<file path="src/rtl/nco_pkg.sv">
// nco_pkg: shared state type, default widths and LFSR constants for the
// phase accumulator NCO and its optional dither generator.
package nco_pkg;

    // Tuning-word update state of the accumulator control
    typedef enum logic [1:0] {
        IDLE = 2'd0,
        RUN  = 2'd1,
        PEND = 2'd2
    } nco_state_e;

    // Default accumulator and output phase widths (1024-entry sine table)
    localparam int DEF_ACC_WIDTH   = 32;
    localparam int DEF_PHASE_WIDTH = 10;

    // 16-bit maximal-length Galois LFSR used for phase dither
    localparam int          LFSR_WIDTH = 16;
    localparam logic [15:0] LFSR_SEED  = 16'hACE1;
    localparam logic [15:0] LFSR_TAPS  = 16'hB400;

endpackage

</file>
<file path="src/rtl/lfsr_dither.sv">
// lfsr_dither: right-shifting Galois LFSR that supplies pseudo-random dither
// for the phase truncation path. Reloads its seed on reset and only steps on
// cycles where the accumulator is enabled, so the dither sequence is tied to
// accumulated samples rather than wall-clock cycles.
module lfsr_dither
    import nco_pkg::*;
#(
    parameter int                WIDTH = LFSR_WIDTH,
    parameter logic [WIDTH-1:0]  SEED  = LFSR_SEED,
    parameter logic [WIDTH-1:0]  TAPS  = LFSR_TAPS
) (
    input  logic             i_clk,
    input  logic             i_rst,
    input  logic             i_en,
    output logic [WIDTH-1:0] o_lfsr
);

    logic [WIDTH-1:0] lfsr_p0;
    logic [WIDTH-1:0] lfsr_nxt;

    // Galois step: shift right, fold the taps in when the outgoing bit is 1
    always_comb begin
        lfsr_nxt = lfsr_p0 >> 1;
        if (lfsr_p0[0]) begin
            lfsr_nxt = lfsr_nxt ^ TAPS;
        end
    end

    // LFSR register, stepping only on enabled cycles
    always_ff @(posedge i_clk) begin
        if (i_rst) begin
            lfsr_p0 <= SEED;
        end else if (i_en) begin
            lfsr_p0 <= lfsr_nxt;
        end
    end

    assign o_lfsr = lfsr_p0;

endmodule

</file>
<file path="src/rtl/phase_accum_nco.sv">
// phase_accum_nco: phase accumulator that drives the sine lookup phase input.
// Adds the active frequency tuning word every enabled cycle, truncates the
// accumulator to PHASE_WIDTH bits, adds a per-cycle phase offset and registers
// the result together with a valid flag and a once-per-period wrap pulse.
// New tuning words arrive over a valid/ready handshake; with UPDATE_ON_WRAP=1
// a word accepted while running is parked in a shadow register and only takes
// effect at the next accumulator wrap so a frequency hop never lands mid-period.
//
// Build option: define PHASE_DITHER_EN to add LFSR dither to the truncation
// path (the accumulator and the wrap pulse are never dithered). Without it the
// output phase is plain truncation and no LFSR is built.
module phase_accum_nco
    import nco_pkg::*;
#(
    parameter int ACC_WIDTH      = DEF_ACC_WIDTH,
    parameter int PHASE_WIDTH    = DEF_PHASE_WIDTH,
    parameter int UPDATE_ON_WRAP = 1
) (
    input  logic                   i_clk,
    input  logic                   i_rst,
    input  logic                   i_en,
    input  logic                   i_clear,
    input  logic [ACC_WIDTH-1:0]   i_ftw,
    input  logic                   i_ftw_valid,
    output logic                   o_ftw_ready,
    input  logic [PHASE_WIDTH-1:0] i_phase_ofs,
    output logic [PHASE_WIDTH-1:0] o_phase,
    output logic                   o_valid,
    output logic                   o_wrap
);

    // Truncate an accumulator value to its top bits and add the phase offset;
    // the sum wraps naturally modulo 2^PHASE_WIDTH.
    function automatic logic [PHASE_WIDTH-1:0] phase_word(
        input logic [ACC_WIDTH-1:0]   acc,
        input logic [PHASE_WIDTH-1:0] ofs
    );
        return acc[ACC_WIDTH-1 -: PHASE_WIDTH] + ofs;
    endfunction

    // Control state
    nco_state_e           state_p0;
    nco_state_e           state_nxt;
    logic [ACC_WIDTH-1:0] ftw_active;
    logic [ACC_WIDTH-1:0] ftw_active_nxt;
    logic [ACC_WIDTH-1:0] ftw_shadow;
    logic [ACC_WIDTH-1:0] ftw_shadow_nxt;
    logic                 ftw_ready;
    logic                 ftw_hs;

    // Accumulator datapath
    logic [ACC_WIDTH-1:0] acc_p0;
    logic                 carry_p0;
    logic [ACC_WIDTH:0]   acc_sum;
    logic                 acc_step;
    logic                 wrap_now;
    logic [ACC_WIDTH-1:0] acc_trunc;

    assign ftw_hs   = i_ftw_valid & ftw_ready;
    assign acc_step = i_en & ~i_clear;
    assign acc_sum  = {1'b0, acc_p0} + {1'b0, ftw_active};
    // Carry-out of the accumulation actually taking place this cycle; a clear
    // suppresses the add and therefore any wrap.
    assign wrap_now = acc_step & acc_sum[ACC_WIDTH];

    // Next-state and tuning-word routing for the update FSM
    always_comb begin
        state_nxt      = state_p0;
        ftw_active_nxt = ftw_active;
        ftw_shadow_nxt = ftw_shadow;
        case (state_p0)
            IDLE: begin
                // Not accumulating, so a new word can be applied at once
                if (ftw_hs) begin
                    ftw_active_nxt = i_ftw;
                end
                if (i_en) begin
                    state_nxt = RUN;
                end
            end
            RUN: begin
                if (ftw_hs && (UPDATE_ON_WRAP != 0)) begin
                    // Park the word until the current period completes; a wrap
                    // in this same cycle does not count, the next one does.
                    ftw_shadow_nxt = i_ftw;
                    state_nxt      = PEND;
                end else begin
                    if (ftw_hs) begin
                        ftw_active_nxt = i_ftw;
                    end
                    if (!i_en) begin
                        state_nxt = IDLE;
                    end
                end
            end
            PEND: begin
                // The wrapping add itself still uses the old word; the shadow
                // becomes active for the first add of the new period. While
                // disabled or cleared no wrap can occur, so the update waits.
                if (wrap_now) begin
                    ftw_active_nxt = ftw_shadow;
                    state_nxt      = i_en ? RUN : IDLE;
                end
            end
            default: begin
                state_nxt = IDLE;
            end
        endcase
    end

    // Control registers; ready is held low for the first cycle out of reset
    always_ff @(posedge i_clk) begin
        if (i_rst) begin
            state_p0   <= IDLE;
            ftw_active <= '0;
            ftw_shadow <= '0;
            ftw_ready  <= 1'b0;
        end else begin
            state_p0   <= state_nxt;
            ftw_active <= ftw_active_nxt;
            ftw_shadow <= ftw_shadow_nxt;
            ftw_ready  <= (state_nxt != PEND);
        end
    end

    assign o_ftw_ready = ftw_ready;

    // ---- stage p0: phase accumulator with registered carry-out ----

    // Accumulate on enabled cycles; clear zeroes the phase without touching
    // the FSM or the tuning words, so a pending update stays pending.
    always_ff @(posedge i_clk) begin
        if (i_rst) begin
            acc_p0   <= '0;
            carry_p0 <= 1'b0;
        end else if (i_clear) begin
            acc_p0   <= '0;
            carry_p0 <= 1'b0;
        end else if (i_en) begin
            {carry_p0, acc_p0} <= acc_sum;
        end
    end

`ifdef PHASE_DITHER_EN
    // Dither spans the bits discarded by truncation, limited to the LFSR width
    localparam int DITH_W = ((ACC_WIDTH - PHASE_WIDTH) > LFSR_WIDTH) ?
                            LFSR_WIDTH : (ACC_WIDTH - PHASE_WIDTH);

    logic [LFSR_WIDTH-1:0] lfsr_val;
    logic [DITH_W-1:0]     dither;

    lfsr_dither #(
        .WIDTH (LFSR_WIDTH)
    ) u_lfsr_dither (
        .i_clk  (i_clk),
        .i_rst  (i_rst),
        .i_en   (i_en),
        .o_lfsr (lfsr_val)
    );

    assign dither    = lfsr_val[DITH_W-1:0];
    // Only the value being truncated is dithered; acc_p0 and its carry are not
    assign acc_trunc = acc_p0 + ACC_WIDTH'(dither);
`else
    assign acc_trunc = acc_p0;
`endif

    // ---- stage p1: registered phase word, valid and wrap pulse ----

    // Output register: phase holds while disabled, valid/wrap drop to 0
    always_ff @(posedge i_clk) begin
        if (i_rst) begin
            o_phase <= '0;
            o_valid <= 1'b0;
            o_wrap  <= 1'b0;
        end else begin
            o_valid <= i_en;
            o_wrap  <= carry_p0 & i_en;
            if (i_en) begin
                o_phase <= phase_word(acc_trunc, i_phase_ofs);
            end
        end
    end

endmodule

</file>
<file path="config.mk">
export PLATFORM = sky130hd
export DESIGN_NAME = phase_accum_nco
export DESIGN_NICKNAME = d
export VERILOG_FILES = /design/src/rtl/nco_pkg.sv /design/src/rtl/lfsr_dither.sv /design/src/rtl/phase_accum_nco.sv
export SDC_FILE = /design/constraint.sdc
export NUM_CORES = 1
export LEC_CHECK = 0
export ABC_AREA = 1
export CAP_MARGIN = 15
export CORE_ASPECT_RATIO = 0.9
export CORE_UTILIZATION = 40
export CTS_CLUSTER_DIAMETER = 150
export DETAILED_ROUTE_END_ITERATION = 10
export PLACE_DENSITY = 0.64
export SLEW_MARGIN = 20
export SYNTH_ARGS = -nofsm -noshare
export SYNTH_HDL_FRONTEND = slang
export SYNTH_SLANG_ARGS = --single-unit
export TNS_END_PERCENT = 30
</file>
<file path="constraint.sdc">
create_clock -name i_clk -period 3.7 [get_ports i_clk]
set_input_delay 0.37 -clock i_clk [delete_from_list [all_inputs] [get_ports i_clk]]
set_output_delay 0.37 -clock i_clk [all_outputs]
set_load 0.005 [all_outputs]
</file>
==> Flow_metrics.wiki <==
{| class="wikitable"
! Metric !! Value
|-
| Compound-gate portion of the synthesized area || 15.7%
|-
| Skew-Pair Late Insertion Delay || 360 ps
|-
| Global-route wire length before repair || 29.2 mm
|-
| Fraction of final layout cells with drive strength greater than 1 || 4.82%
|-
| CP max FO || 65
|-
| Top cell type's share of synthesized area || 30.6%
|-
| Area used by multi-input combinational logic || 0.00415 mm²
|-
| Final core occ || 46.9%
|-
| Area Overhead vs Synth || 13.6%
|-
| Max Slew Vio Count || 0
|-
| Setup TNS Final || 0 ps
|-
| Fraction of the yosys area taken by sequential cells || 30.6%
|-
| Worst R2R Start || ftw_active[0]
|-
| Starting Density || 41.2%
|-
| Cts repair resizes || 0
|-
| R2r worst-path depth || 15
|-
| Residual DRC || 0
|-
| Static leakage power || 4.36 nW
|-
| Antenna-violating nets left || 0
|-
| Overall Global Routing Usage || 19.7%
|-
| Width of the die || 145 µm
|-
| Combinational family with the most area after synthesis || simple AND/OR/NAND/NOR gates
|-
| Die area || 0.0189 mm²
|-
| Worst Path Class, Setup || reg -> reg
|-
| Async S/R FF share, synth || 0%
|-
| Share of power burned in combinational logic || 17.8%
|-
| Final setup skew || 7.40 ps
|-
| Parity-gate share of the synthesized area counting xor and xnor cells || 2.39%
|-
| Synthesized net count || 1,260
|-
| Final non-filler cell area || 0.00833 mm²
|-
| Number of synthesized flops with an enable pin || 0
|-
| Post-synthesis simple-gate area fraction || 30.9%
|-
| Sw Pwr || 0.000816 W
|-
| Wire length per cell || 12.2 µm
|-
| Min-Delay Path Class || reg -> reg
|-
| Share of total power in the clock network || 35.0%
|-
| First-pass iteration count of the detailed router || 5
|-
| Clock-pin slew on the worst setup and hold paths || 80 ps
|-
| Mux contribution to synthesized area || 0%
|-
| Final cycle utilization of the critical path || 73.2%
|-
| Final wirelength || 17.6 mm
|-
| Standard cell core area || 0.0178 mm²
|-
| Setup crit end kind || register
|-
| Count of vias placed by the detailed router || 6,877
|-
| Number of violations reported at the end of detailed-routing iteration 0 || 419
|-
| Reported max-cap violation count || 0
|-
| Maximum number of pins on one net before global-route repair || 66
|-
| Timing-limited maximum frequency || 369 MHz
|-
| Layout filler cell count || 1,896
|-
| Root buffer selected by CTS || sky130_fd_sc_hd__clkbuf_16
|-
| Sequential Area || 0.00224 mm²
|-
| Count of nets after finishing || 1,290
|-
| Measured slew at the worst slew-check pin || 796 ps
|-
| Worst slew margin || 47.0%
|-
| Cell area after synthesis || 0.00734 mm²
|-
| Hold path startpoint || ftw_shadow[21]
|-
| Post-Syn Area per Cell || 6.27 µm²
|-
| H-tree depth || 3
|-
| Num CTS Buffers || 9
|-
| Crit path time final || 2710 ps
|-
| Reg2Reg Setup Slack || 990 ps
|-
| Height of the die || 130 µm
|-
| Setup repair after global routing missed its margin || false
|-
| Post-placement cell count || 1,429
|-
| Number of endpoints failing setup at the final stage || 0
|-
| Ratio of total power to cell area || 334 mW/mm²
|-
| Number of instances in the synthesized netlist || 1,170
|-
| Port Buf Inserts || 59
|-
| Number of standard cells in the layout, taps in and fillers out || 1,444
|-
| Via-to-Cell Ratio || 4.76
|-
| Via count of the first global-routing pass || 5,846
|-
| Share of total power consumed by net switching || 29.3%
|-
| Worst hold endpoint || ftw_shadow[21]
|-
| Hold Fails Final Rpt || 0
|-
| Library cell with the largest summed area after synthesis || sky130_fd_sc_hd__dfxtp_1
|-
| Kind of start point of the critical path || register
|-
| Synth Area in Adders || 7.54%
|-
| Worst path required time || 3960 ps
|-
| Register share of total power || 47.2%
|-
| Commonest cells in the synthesized netlist || sky130_fd_sc_hd__nand2_1 (263), sky130_fd_sc_hd__inv_1 (188), sky130_fd_sc_hd__nor2_1 (167)
|-
| Cell-internal power || 0.00197 W
|-
| Antenna diodes || 0
|-
| Global placer's final weighted congestion || 0.912
|-
| Most repeated cell in the gate-level netlist after synthesis || sky130_fd_sc_hd__nand2_1
|-
| Clock buffer depth || 2
|-
| Post-DP HPWL || 12.9 mm
|-
| Number of different library cells in the post-synthesis netlist || 31
|-
| Post-CTS setup-driven buffer insertion count || 0
|-
| Yosys warnings || 0
|-
| Number of antenna violations at the first check in global routing || 0
|-
| Hold Buf Count CTS || 0
|-
| FF+latch count, synth || 112
|-
| FF-to-FF End || ftw_active[20]
|-
| # IOs || 60
|-
| Final Hold Slack || 447 ps
|-
| Instance count along the most critical hold path || 2
|-
| Overall overflow remaining after global route || 0
|-
| Peak VDD IR || 242 µV
|-
| Count of standard-cell rows || 46
|-
| Ranking of synthesized cells by area || sky130_fd_sc_hd__dfxtp_1 (31%), sky130_fd_sc_hd__nand2_1 (13%), sky130_fd_sc_hd__inv_1 (9.6%), sky130_fd_sc_hd__nor2_1 (8.5%), sky130_fd_sc_hd__a21oi_1 (7.3%)
|-
| Sinks on the clock net || 112
|-
| Placed Instance Area || 0.00805 mm²
|-
| Worst EP arrival || 2970 ps
|-
| TritonCTS clock tree || done
|-
| Outcome || finished, final reports clean
|-
| Top FF cell, synth || sky130_fd_sc_hd__dfxtp_1
|}
==> layout make-up <==
class                      instances  share of cell area (%)
inverter                         191                    8.60
tap                              240                    3.60
clock inverter                     5                   0.601
sequential                       112                    26.9
multi-input combinational        820                    49.8
timing repair buffer              66                    7.66
clock buffer                      10                    2.87
==> stage by stage <==
step           power, W  setup slack, ps
2_1_floorplan   0.00167             1610
3_3_place_gp    0.00183             1090
3_5_place_dp    0.00183             1020
4_1_cts         0.00282              996
5_1_grt         0.00294              774
6_report        0.00279              993
==> placed cells by master, fill, tap and decap left out, types with 16 or more instances in the layout <==
| cell | Yosys | final |
|---|---|---|
| sky130_fd_sc_hd__ha_1 | 41 | 41 |
| sky130_fd_sc_hd__a21oi_1 | 107 | 107 |
| sky130_fd_sc_hd__nor2_1 | 167 | 167 |
| sky130_fd_sc_hd__dfxtp_1 | 112 | 112 |
| sky130_fd_sc_hd__nand3_1 | 53 | 53 |
| sky130_fd_sc_hd__o21ai_0 | 102 | 102 |
| sky130_fd_sc_hd__xor2_1 | 16 | 16 |
| sky130_fd_sc_hd__nand3_2 | 21 | 21 |
| sky130_fd_sc_hd__nand2_1 | 263 | 263 |
| sky130_fd_sc_hd__inv_1 | 188 | 188 |
| sky130_fd_sc_hd__clkdlybuf4s50_1 | 0 | 58 |
==> sequential cells by signal, summed over array words and instances, names as in the netlist <==
register and flops:
carry_p0 1, ftw_shadow 32, acc_p0 32, ftw_active 32
state_p0 2, o_phase 10, o_wrap 1, o_ftw_ready 1
o_valid 1
==> power groups by stage <==
stage	clock network, W	registers [W]	logic [W]
CTS	0.00101	0.00131	0.000495
floorplan	0	0.00132	0.000345
detailed placement	0	0.00134	0.000492
global route	0.00106	0.00132	0.000563
global placement	0	0.00134	0.000487
finish	0.000977	0.00132	0.000495
==> worst max-delay path, stage by stage (launching register included) <==
cell	delay, ps
sky130_fd_sc_hd__dfxtp_1	320
sky130_fd_sc_hd__ha_1	230
sky130_fd_sc_hd__fa_1	430
sky130_fd_sc_hd__nand2_1	80
sky130_fd_sc_hd__nand2_1	80
sky130_fd_sc_hd__nand3_1	100
sky130_fd_sc_hd__nand2_2	90
sky130_fd_sc_hd__nand2_2	70
sky130_fd_sc_hd__nand2_2	90
sky130_fd_sc_hd__nand2_2	80
sky130_fd_sc_hd__nand2_2	60
sky130_fd_sc_hd__nand3_2	70
sky130_fd_sc_hd__buf_4	570
sky130_fd_sc_hd__nand3_1	160
sky130_fd_sc_hd__nand2_1	110
sky130_fd_sc_hd__nor2_1	40
==> how the worst max path moves through the flow <==
stage | endpoint | slack (ps) | depth (start not counted) | start
after floorplan | ftw_active[19] | 1610 | 16 | ftw_active[0]
after global placement | ftw_active[0] | 1090 | 15 | ftw_active[0]
after detailed placement | ftw_active[20] | 1020 | 15 | ftw_active[0]
after CTS | ftw_active[24] | 1000 | 15 | ftw_active[0]
after global routing | ftw_active[28] | 770 | 15 | ftw_active[0]
final | ftw_active[20] | 990 | 15 | ftw_active[0]
==> layer usage <==
layer  wire [µm]  global-route usage (%)  vias up
li1            -                       -     3742
met1        9760                    30.3     3012
met2        7040                    27.7      109
met3         663                    3.68       14
met4         176                    4.64        0
met5           0                       0        -
==> cells by family after synthesis <==
| kind of cell | count (synthesis) |
|---|---|
| AND/OR/NAND/NOR | 534 |
| buffers and inverters | 238 |
| AO/OA/AOI/OAI | 223 |
| flip-flops | 112 |
| adder cells (fa/ha/maj) | 43 |
| XOR/XNOR | 20 |
Note: power is estimated with default switching activity, not from simulation.
